**src/rtl/mdu_pkg.sv**
```systemverilog
// mdu_pkg: shared encodings for the iterative multiply/divide unit.
// Holds the request opcodes, the controller state enum and the default width.
package mdu_pkg;

  localparam int MDU_DATA_W = 32;

  localparam logic [2:0] OP_MULT  = 3'd0;
  localparam logic [2:0] OP_MULTU = 3'd1;
  localparam logic [2:0] OP_DIV   = 3'd2;
  localparam logic [2:0] OP_DIVU  = 3'd3;
  localparam logic [2:0] OP_MTHI  = 3'd4;
  localparam logic [2:0] OP_MTLO  = 3'd5;

  typedef enum logic [1:0] {
    ST_IDLE = 2'd0,
    ST_MUL  = 2'd1,
    ST_DIV  = 2'd2,
    ST_FIX  = 2'd3
  } mdu_state_t;

endpackage

```
**src/rtl/mdu_div_core.sv**
```systemverilog
// mdu_div_core: restoring radix-2 divider working on operand magnitudes.
// The first quotient bit is produced on the start edge, so the last of the
// DATA_W iterations lands on the edge where `valid` is high. Signs and the
// divide-by-zero quotient are applied combinationally on the held result.
// Optional: MDU_EARLY_OUT_EN finishes immediately when |b| > |a| or b == 0.
module mdu_div_core
  import mdu_pkg::*;
#(
  parameter int DATA_W = MDU_DATA_W
) (
  input  logic              clk,
  input  logic              reset,
  input  logic              start,
  input  logic              signed_op,
  input  logic [DATA_W-1:0] a,
  input  logic [DATA_W-1:0] b,
  input  logic              abort,
  output logic [DATA_W-1:0] quotient,
  output logic [DATA_W-1:0] remainder,
  output logic              valid
);

  localparam int CNT_W = $clog2(DATA_W) + 1;
  localparam logic [CNT_W-1:0] LAST = CNT_W'(DATA_W - 1);

  logic [DATA_W-1:0] a_mag, b_mag;
  logic              early;
  logic [DATA_W-1:0] rem_q, quo_q, div_q;
  logic [CNT_W-1:0]  cnt_q;
  logic              active_q, neg_quo_q, neg_rem_q, zero_div_q;
  logic [DATA_W-1:0] step_rem, step_quo, step_div, next_rem, next_quo;
  logic [DATA_W:0]   partial, diff;

  assign a_mag = (signed_op && a[DATA_W-1]) ? -a : a;
  assign b_mag = (signed_op && b[DATA_W-1]) ? -b : b;

`ifdef MDU_EARLY_OUT_EN
  assign early = (b_mag == '0) || (b_mag > a_mag);
`else
  assign early = 1'b0;
`endif

  // One restoring step; on start it works on freshly loaded magnitudes.
  always_comb begin
    step_rem = rem_q;
    step_quo = quo_q;
    step_div = div_q;
    if (start) begin
      step_rem = '0;
      step_quo = a_mag;
      step_div = b_mag;
    end
    partial = {step_rem, step_quo[DATA_W-1]};
    diff    = partial - {1'b0, step_div};
    if (!diff[DATA_W]) begin
      next_rem = diff[DATA_W-1:0];
      next_quo = {step_quo[DATA_W-2:0], 1'b1};
    end else begin
      next_rem = partial[DATA_W-1:0];
      next_quo = {step_quo[DATA_W-2:0], 1'b0};
    end
  end

  // Iteration registers: load on start, shift one bit per cycle while active.
  always_ff @(posedge clk) begin
    if (reset) begin
      rem_q      <= '0;
      quo_q      <= '0;
      div_q      <= '0;
      cnt_q      <= '0;
      active_q   <= 1'b0;
      neg_quo_q  <= 1'b0;
      neg_rem_q  <= 1'b0;
      zero_div_q <= 1'b0;
    end else if (abort) begin
      active_q <= 1'b0;
    end else if (start) begin
      neg_quo_q  <= signed_op && (a[DATA_W-1] ^ b[DATA_W-1]);
      neg_rem_q  <= signed_op && a[DATA_W-1];
      zero_div_q <= (b == '0);
      div_q      <= b_mag;
      if (early) begin
        rem_q    <= a_mag;
        quo_q    <= '0;
        active_q <= 1'b0;
      end else begin
        rem_q    <= next_rem;
        quo_q    <= next_quo;
        cnt_q    <= CNT_W'(1);
        active_q <= 1'b1;
      end
    end else if (active_q) begin
      rem_q <= next_rem;
      quo_q <= next_quo;
      cnt_q <= cnt_q + 1'b1;
      if (cnt_q == LAST) active_q <= 1'b0;
    end
  end

  assign valid     = (active_q && (cnt_q == LAST)) || (start && early);
  assign quotient  = zero_div_q ? '1 : (neg_quo_q ? -quo_q : quo_q);
  assign remainder = neg_rem_q ? -rem_q : rem_q;

endmodule

```
**src/rtl/mdu_iter.sv**
```systemverilog
// mdu_iter: multiply/divide unit with architectural HI/LO registers.
// Multiplies commit MUL_LAT cycles after accept, divides DATA_W+1 cycles
// after accept (FIX cycle applies signs), MTHI/MTLO commit on accept.
// Optional: MDU_EARLY_OUT_EN lets trivial divides finish in 2 cycles.
module mdu_iter
  import mdu_pkg::*;
#(
  parameter int DATA_W  = MDU_DATA_W,
  parameter int MUL_LAT = 2
) (
  input  logic              clk,
  input  logic              reset,
  input  logic              req_valid,
  output logic              req_ready,
  input  logic [2:0]        req_op,
  input  logic [DATA_W-1:0] req_src1,
  input  logic [DATA_W-1:0] req_src2,
  input  logic              flush,
  output logic              busy,
  output logic              done,
  output logic [DATA_W-1:0] hi_rdata,
  output logic [DATA_W-1:0] lo_rdata
);

  localparam logic [2:0] MUL_LAST = 3'(MUL_LAT - 1);

  mdu_state_t        state_q, state_d;
  logic              accept, div_start, div_valid;
  logic [DATA_W-1:0] hi_q, lo_q, hi_d, lo_d, div_quo, div_rem;
  logic              done_q, done_d;
  logic [2:0]        mul_cnt_q;
  logic [DATA_W-1:0] mul_a_q, mul_b_q, mul_a, mul_b;
  logic              mul_signed_q, mul_signed;
  logic [2*DATA_W-1:0] mul_ext_a, mul_ext_b, product;

  assign req_ready = (state_q == ST_IDLE);
  assign busy      = (state_q != ST_IDLE);
  assign done      = done_q;
  assign hi_rdata  = hi_q;
  assign lo_rdata  = lo_q;
  assign accept    = req_valid && req_ready && !flush;
  assign div_start = accept && ((req_op == OP_DIV) || (req_op == OP_DIVU));

  // Multiplier: operands straight from the request while idle (single-cycle
  // latency case), otherwise from the registered first pipeline stage.
  always_comb begin
    mul_a      = (state_q == ST_IDLE) ? req_src1 : mul_a_q;
    mul_b      = (state_q == ST_IDLE) ? req_src2 : mul_b_q;
    mul_signed = (state_q == ST_IDLE) ? (req_op == OP_MULT) : mul_signed_q;
    mul_ext_a  = mul_signed ? {{DATA_W{mul_a[DATA_W-1]}}, mul_a} : {{DATA_W{1'b0}}, mul_a};
    mul_ext_b  = mul_signed ? {{DATA_W{mul_b[DATA_W-1]}}, mul_b} : {{DATA_W{1'b0}}, mul_b};
    product    = mul_ext_a * mul_ext_b;
  end

  mdu_div_core #(.DATA_W(DATA_W)) u_div (
    .clk       (clk),
    .reset     (reset),
    .start     (div_start),
    .signed_op (req_op == OP_DIV),
    .a         (req_src1),
    .b         (req_src2),
    .abort     (flush),
    .quotient  (div_quo),
    .remainder (div_rem),
    .valid     (div_valid)
  );

  // Next state plus HI/LO commit decisions; flush cancels any pending write.
  always_comb begin
    state_d = state_q;
    hi_d    = hi_q;
    lo_d    = lo_q;
    done_d  = 1'b0;
    case (state_q)
      ST_IDLE: begin
        if (accept) begin
          case (req_op)
            OP_MULT, OP_MULTU: begin
              if (MUL_LAT == 1) begin
                {hi_d, lo_d} = product;
                done_d       = 1'b1;
              end else begin
                state_d = ST_MUL;
              end
            end
            OP_DIV, OP_DIVU: state_d = div_valid ? ST_FIX : ST_DIV;
            OP_MTHI: begin
              hi_d   = req_src1;
              done_d = 1'b1;
            end
            OP_MTLO: begin
              lo_d   = req_src1;
              done_d = 1'b1;
            end
            default: ;
          endcase
        end
      end
      ST_MUL: begin
        if (flush) begin
          state_d = ST_IDLE;
        end else if (mul_cnt_q == MUL_LAST) begin
          state_d      = ST_IDLE;
          {hi_d, lo_d} = product;
          done_d       = 1'b1;
        end
      end
      ST_DIV: begin
        if (flush) state_d = ST_IDLE;
        else if (div_valid) state_d = ST_FIX;
      end
      ST_FIX: begin
        state_d = ST_IDLE;
        if (!flush) begin
          hi_d   = div_rem;
          lo_d   = div_quo;
          done_d = 1'b1;
        end
      end
      default: state_d = ST_IDLE;
    endcase
  end

  // Controller state register.
  always_ff @(posedge clk) begin
    if (reset) state_q <= ST_IDLE;
    else       state_q <= state_d;
  end

  // HI/LO, done pulse and multiplier operand/latency registers.
  always_ff @(posedge clk) begin
    if (reset) begin
      hi_q         <= '0;
      lo_q         <= '0;
      done_q       <= 1'b0;
      mul_cnt_q    <= '0;
      mul_a_q      <= '0;
      mul_b_q      <= '0;
      mul_signed_q <= 1'b0;
    end else begin
      hi_q   <= hi_d;
      lo_q   <= lo_d;
      done_q <= done_d;
      if (accept) begin
        mul_a_q      <= req_src1;
        mul_b_q      <= req_src2;
        mul_signed_q <= (req_op == OP_MULT);
        mul_cnt_q    <= 3'd1;
      end else if (state_q == ST_MUL) begin
        mul_cnt_q <= mul_cnt_q + 3'd1;
      end
    end
  end

endmodule
```
**config.mk**
```make
export PLATFORM = sky130hd
export DESIGN_NAME = mdu_iter
export DESIGN_NICKNAME = d
export VERILOG_FILES = /design/src/rtl/mdu_pkg.sv /design/src/rtl/mdu_div_core.sv /design/src/rtl/mdu_iter.sv
export SDC_FILE = /design/constraint.sdc
export NUM_CORES = 2
export LEC_CHECK = 0
export CORE_ASPECT_RATIO = 1.25
export CORE_MARGIN = 3
export CORE_UTILIZATION = 40
export CTS_CLUSTER_DIAMETER = 30
export DETAILED_ROUTE_END_ITERATION = 7
export SETUP_SLACK_MARGIN = 0.2
export SYNTH_ARGS = -nofsm -noshare
export SYNTH_HDL_FRONTEND = slang
export SYNTH_SLANG_ARGS = --single-unit
export TNS_END_PERCENT = 20
```
**constraint.sdc**
```tcl
create_clock -name clk -period 37.1 [get_ports clk]
set_input_delay 9.275 -clock clk [delete_from_list [all_inputs] [get_ports clk]]
set_output_delay 9.275 -clock clk [all_outputs]
set_load 0.01 [all_outputs]
```
After elaboration in Yosys (flattened, before gate mapping) --
Cells that the tools add are included.
Cells by class: add/subtract/negate cells 7, multipliers 1, divide/modulo/power cells 0, $lt $le $gt $ge 0, equality and inequality tests 19, shift operators 0, mux-type cells 52, bitwise gates (word level) 2, reductions and logical operators 26
Operator list (count):
- 32-bit 2-to-1 mux | 25
- 32-bit case mux with 3 select lines | 2
- 64-bit 2-to-1 mux | 2
- 32-bit negation | 4
- 64-bit by 64-bit multiplier with 64-bit output | 1
- 33-bit by 32-bit subtractor with 33-bit output | 1
- 32-bit zero test | 1
- 1-bit 2-to-1 mux | 13
- 6-bit 2-to-1 mux | 2
- 6-bit AND reduction | 2
- 2-bit 2-to-1 mux | 5
- 2-bit OR reduction | 5
- 2-bit case mux with 4 select lines | 1
- 1-bit logical AND | 7
- 6-bit by 1-bit adder with 6-bit output, second input constant | 1
- 3-bit by 1-bit == test with 1-bit output, second input constant | 2
- 3-bit by 2-bit == test with 1-bit output, second input constant | 2
- 3-bit == test, second input constant | 2
- 6-bit by 5-bit == test with 1-bit output, second input constant | 1
- 2-bit by 1-bit != test with 1-bit output, second input constant | 3
- 2-bit != test, second input constant | 3
- 3-bit != test, second input constant | 2
- 2-bit nonzero test | 3
- 2-bit == test, second input constant | 2
- other kinds (14) | 15
Storage, ports and cells: register bits 241, bits in latches 0, RAM bits 0, ROM bits 0, input bits 71, output and inout port bits 67, word-level logic and storage cells 124, memories kept 0

Longest topological paths before layout --
depth in word-level cells 9, depth in mapped cells 42, mapped depth without buffers 36

By module --
From an unflattened synthesis, not the netlist that was laid out.
Unflattened totals: cells, all modules 7183, area total of the unflattened synthesis 62623.8 µm²
Modules (own cells, without submodules):
- mdu_iter | times used 1, cells each 5958, area an instance 53601.4 µm², seq. area each 2702.6 µm²
- mdu_div_core | times used 1, cells each 1225, area an instance 9022.4 µm², seq. area each 2122.0 µm²

Least setup slack after synthesis --
OpenSTA, ideal clock, no wires.
kind input port to flip-flop, start in req_src1[31], end reg hi_q[23], in the netlist hi_rdata[23], library setup time 0.117 ns, arrival 18.290 ns, required time 36.983 ns, setup slack 18.693 ns, stages 33, buffers on the path 3, cells stage by stage clkbuf_1 mux2i_1 nor2_1 clkbuf_1 nand2_1 inv_1 fa_1 inv_1 fa_1 inv_1 fa_1 inv_1 fa_1 inv_1 fa_1 fa_1 fa_1 fa_1 fa_1 inv_1 fa_1 inv_1 ha_1 clkbuf_1 and3_1 and3_1 and3_1 inv_1 a211oi_1 nor2_1 o41ai_1 mux2i_1 nand2_1
Between the ends: cells in the longest elaborated chain, start to end 6
RTL lines:
- from (decl) | RTL line mdu_iter.sv:16 | input logic [DATA_W-1:0] req_src1,
- 32-bit 2-to-1 mux | RTL line mdu_iter.sv:47 | mul_a = (state_q == ST_IDLE) ? req_src1 : mul_a_q;
- 64-bit 2-to-1 mux | RTL line mdu_iter.sv:50 | mul_ext_a = mul_signed ? {{DATA_W{mul_a[DATA_W-1]}}, mul_a} : {{DATA_W{1'b0}}, mul_a};
- 64-bit by 64-bit multiplier with 64-bit output | RTL line mdu_iter.sv:52 | product = mul_ext_a * mul_ext_b;
- 32-bit 2-to-1 mux | RTL line mdu_iter.sv:102 | end else if (mul_cnt_q == MUL_LAST) begin
- 32-bit 2-to-1 mux | RTL line mdu_iter.sv:100 | if (flush) begin
- 32-bit case mux with 3 select lines | RTL line mdu_iter.sv:74 | case (state_q)
- to (signal assigned) | RTL line mdu_iter.sv:141 | hi_q <= hi_d;
- to (decl) | RTL line mdu_iter.sv:29 | logic [DATA_W-1:0] hi_q, lo_q, hi_d, lo_d, div_quo, div_rem;
Every way passes these cells. The select of a mux whose other input is x is not followed. A chain may end at the register's enable or synchronous reset.

Worst setup path in the final report --
start in req_op[0], end reg hi_q[23], in the netlist hi_rdata[23]
Between the ends: cells in the longest elaborated chain, start to end 7, elaborated cells on any way between the ends 11, classes of those cells mul: 1; eq/ne: 2; mux: 6; reduce/logical: 2
RTL lines:
- from (decl) | RTL line mdu_iter.sv:15 | input logic [2:0] req_op,
- 3-bit zero test | RTL line mdu_iter.sv:49 | mul_signed = (state_q == ST_IDLE) ? (req_op == OP_MULT) : mul_signed_q;
- 1-bit 2-to-1 mux | RTL line mdu_iter.sv:49
- 64-bit 2-to-1 mux (on tied branches) | RTL line mdu_iter.sv:50, mdu_iter.sv:51
- 64-bit by 64-bit multiplier with 64-bit output | RTL line mdu_iter.sv:52
- 32-bit 2-to-1 mux | RTL line mdu_iter.sv:102
- 32-bit 2-to-1 mux | RTL line mdu_iter.sv:100
- 32-bit case mux with 3 select lines | RTL line mdu_iter.sv:74
Parallel ways exist; a longest one is shown, timed or not. The select of a mux whose other input is x is not followed.

==> flow_summary.toml <==
[worst_setup_path]
critPathMaxStageDelay_ns = 0.94
timing.critical_path.fanout_max = 17
cp_slowest_cell = "sky130_fd_sc_hd__a21oi_1"
path_common_cell = "sky130_fd_sc_hd__fa_1"
nature_of_the_critical_path_startpoint = "input pin"
criticalPathCategory = "input pin to register"
cp_top_family = "adder cells"
crit_path_end_kind = "register"
worstPathRequired_ns = 37.60
critical_path_arrival_ns = 20.66
path_buf_inv = 10

[grt]
number_of_global_route_vias_before_repair = 54901
globalRouteTotalUtil_pct = 28.9
grt.overflow.total = 0
wire_length_of_the_first_global_routing_pass_microns = 343000
antenna_violations_before_repair = 2
grt_start_max_net_pins = 85

[drt]
antenna_violating_nets_post_route = 0
detail_route.iter0.violations = 3620
wl_per_cell_microns = 24.2
detailroute.via_count = 50499
drc_errors = 0
drt_pass1_iterations = 6
post_drt_via_cell_ratio = 5.40
totalWireLength_microns = 226000

[clock_network]
holdBufCountCts = 0
clock_tree.root_cell = "sky130_fd_sc_hd__clkbuf_16"
cts.htree.levels = 3
cts_repair_resize_count = 0
cts_buf_count = 76
cts_tree = "yes"
clk_transition_reported_paths_ns = 0.04
worst_skew_pair.late_latency_ns = 0.61
clkSinkCount = 241
clock_path_buffers = 3
cts_post_setup_buffers_inserted = 0

[sta]
maxSlewHeadroom_pct = 18.1
final_clock_period_utilization_by_the_worst_path_pct = 54.3
hold_violations = 0
rsz_0062_raised_after_global_routing = "false"
timing.setup.tns_ns = 0
finalSetupViolations = 0
final.setup_skew_ns = 0.0267
timing.hold.ws_ns = 0.453
worst_pin_slew_ns = 1.23
number_of_pins_exceeding_their_max_slew_limit_in_the_final_report = 0
finalWorstPathRequiredPeriod_ns = 20.16
achievable-frequency_mhz = 49.6

[synthesis]
syn_nets = 9077
synth-async-reset-ratio_pct = 0
synthesis.area_per_instance_sq_um = 8.58
synth_edf_count = 0
synthesis.instances = 7239
synthesis.yosys.warnings = 0
synth.distinct_cells = 89
synth.yosys.seq_area_share_pct = 7.77
synth_seq_cells = 241
synth-main-ff-cell = "sky130_fd_sc_hd__dfxtp_1"
netlist_area_sq_um = 62100

[floorplan]
horizontal_die_dimension_microns = 358
die_height_microns = 447
initial_utilization_pct = 40.3
coreArea_sq_um = 154000
placementRows = 161
io-pin-count = 138
dieArea_sq_um = 160000

[placement]
dp.final_hpwl_microns = 185000
globalplace.congestion = 0.967
io_buffers = 137

[final_layout]
final_core_util_pct = 44.7
final_net_count = 9080
mostFrequentLayoutCell = "sky130_fd_sc_hd__inv_1"
layout-drive-gt1-share_pct = 5.08
syn2layout_area_growth_pct = 11.0
most_frequent_cells_in_the_layout = "sky130_fd_sc_hd__inv_1 (1,557), sky130_fd_sc_hd__fa_1 (1,424), sky130_fd_sc_hd__nand2_1 (1,015)"

[outcome]
run_status = "finished, final reports clean"

[hold_path]
hold_crit_path_type = "register to register"

[job]
drv.max_cap_violation_count = 0
==> synthesized netlist by cell type (12+ instances only) <==
cell type | instances | area share, %
sky130_fd_sc_hd__buf_2 | 14 | 0.11
sky130_fd_sc_hd__o41ai_1 | 15 | 0.21
sky130_fd_sc_hd__or3_1 | 22 | 0.22
sky130_fd_sc_hd__a221oi_1 | 13 | 0.18
sky130_fd_sc_hd__nand4_1 | 21 | 0.21
sky130_fd_sc_hd__a21o_1 | 58 | 0.70
sky130_fd_sc_hd__o21bai_1 | 16 | 0.19
sky130_fd_sc_hd__a21oi_1 | 285 | 2.3
sky130_fd_sc_hd__nor4_1 | 30 | 0.30
sky130_fd_sc_hd__clkbuf_1 | 318 | 1.9
sky130_fd_sc_hd__nand2b_1 | 18 | 0.18
sky130_fd_sc_hd__xor2_1 | 78 | 1.1
sky130_fd_sc_hd__o31ai_1 | 35 | 0.42
sky130_fd_sc_hd__nand3_1 | 29 | 0.23
sky130_fd_sc_hd__nor2b_1 | 18 | 0.18
sky130_fd_sc_hd__buf_1 | 20 | 0.12
sky130_fd_sc_hd__inv_1 | 1557 | 9.4
sky130_fd_sc_hd__a311oi_1 | 13 | 0.18
sky130_fd_sc_hd__o211ai_1 | 24 | 0.29
sky130_fd_sc_hd__o21ai_1 | 12 | 0.097
sky130_fd_sc_hd__xnor2_1 | 164 | 2.3
sky130_fd_sc_hd__mux2i_1 | 98 | 1.6
sky130_fd_sc_hd__nor2_1 | 812 | 4.9
sky130_fd_sc_hd__nor3_1 | 60 | 0.48
sky130_fd_sc_hd__dfxtp_1 | 241 | 7.8
sky130_fd_sc_hd__o21a_1 | 18 | 0.22
sky130_fd_sc_hd__o21ai_0 | 142 | 1.1
sky130_fd_sc_hd__ha_1 | 343 | 6.9
sky130_fd_sc_hd__a31oi_1 | 20 | 0.20
sky130_fd_sc_hd__and3_1 | 17 | 0.17
sky130_fd_sc_hd__fa_1 | 1424 | 46
sky130_fd_sc_hd__and2_1 | 52 | 0.52
sky130_fd_sc_hd__nand2_1 | 1017 | 6.1
sky130_fd_sc_hd__a211oi_1 | 76 | 0.92
sky130_fd_sc_hd__o221ai_1 | 12 | 0.17
==> routing by layer <==
layer  share of wire, %  global-route usage [%]
met5             0.0058                       0
met1                 37                    34.0
met4                7.5                    17.6
met3                6.6                    5.05
met2                 49                    49.1
==> path summary, 6_finish.rpt <==
| check | startpoint | to | slack [ns] | cells past startpoint |
|---|---|---|---|---|
| setup / recovery | req_op[0] | hi_rdata[23]$_SDFFE_PP0P_ | 16.94 | 33 |
| hold / removal | mul_a_q[27]$_SDFFE_PP0P_ | mul_a_q[27]$_SDFFE_PP0P_ | 0.45 | 2 |
| setup reg to reg | state_q[0]$_SDFFE_PP0P_ | hi_rdata[23]$_SDFFE_PP0P_ | 24.68 | 36 |
| hold reg to reg | mul_a_q[27]$_SDFFE_PP0P_ | mul_a_q[27]$_SDFFE_PP0P_ | 0.45 | 2 |
==> cell type report <==
cell class                      count  area, sq um
Antenna cell                        2         5.00
Timing Repair Buffer              281         2460
Tap cell                         2037         2550
Fill cell                       15183        85200
Multi-Input combinational cell   5083        50400
Inverter                         1559         5860
Clock buffer                       97         2130
Sequential cell                   241         4830
Clock inverter                     44          734
==> flip-flops by register name (all words and copies together) (netlist names) <==
name,cells
u_div.cnt_q,6
u_div.rem_q,32
u_div.active_q,1
mul_signed_q,1
done,1
mul_b_q,32
mul_a_q,32
u_div.zero_div_q,1
mul_cnt_q,3
hi_rdata,32
lo_rdata,32
u_div.neg_rem_q,1
u_div.neg_quo_q,1
state_q,2
u_div.div_q,32
u_div.quo_q,32
==> logic make-up (layout without fill, tap and decap cells) <==
logic type	Yosys count	after routing	synth area share, %
AND/OR/NAND/NOR	2140	2140	14.2
XOR/XNOR	243	243	3.44
multiplexers	99	99	1.60
AO/OA/AOI/OAI	834	834	8.57
flip-flops	241	241	7.77
other	0	2	0
adder cells (fa/ha/maj)	1767	1767	52.8
buffers and inverters	1915	1981	11.6
==> worst register-to-register path, delay by kind of cell, from the launching register on <==
family / cells / cell delay [ns]
AND/OR/NAND/NOR: 8 / 1.59
multiplexers: 2 / 0.54
buffers and inverters: 13 / 2.81
AO/OA/AOI/OAI: 2 / 1.01
adder cells (fa/ha/maj): 11 / 6.05
flip-flops: 1 / 0.31
==> stage by stage <==
| step | setup WS, ns | cells | area [sq um] |
|---|---|---|---|
| after global placement | 16.73 | 9201 | 66100 |
| final | 16.94 | 9344 | 68900 |
| after detailed placement | 16.48 | 9201 | 66100 |
| after global routing | 16.40 | 9343 | 68900 |
| after floorplan | 18.69 | 7239 | 62100 |
| after CTS | 17.08 | 9342 | 68900 |
Power is left out: the tool's default activity adds up to more than one toggle a clock period on the data nets, which glitch-free logic cannot reach.
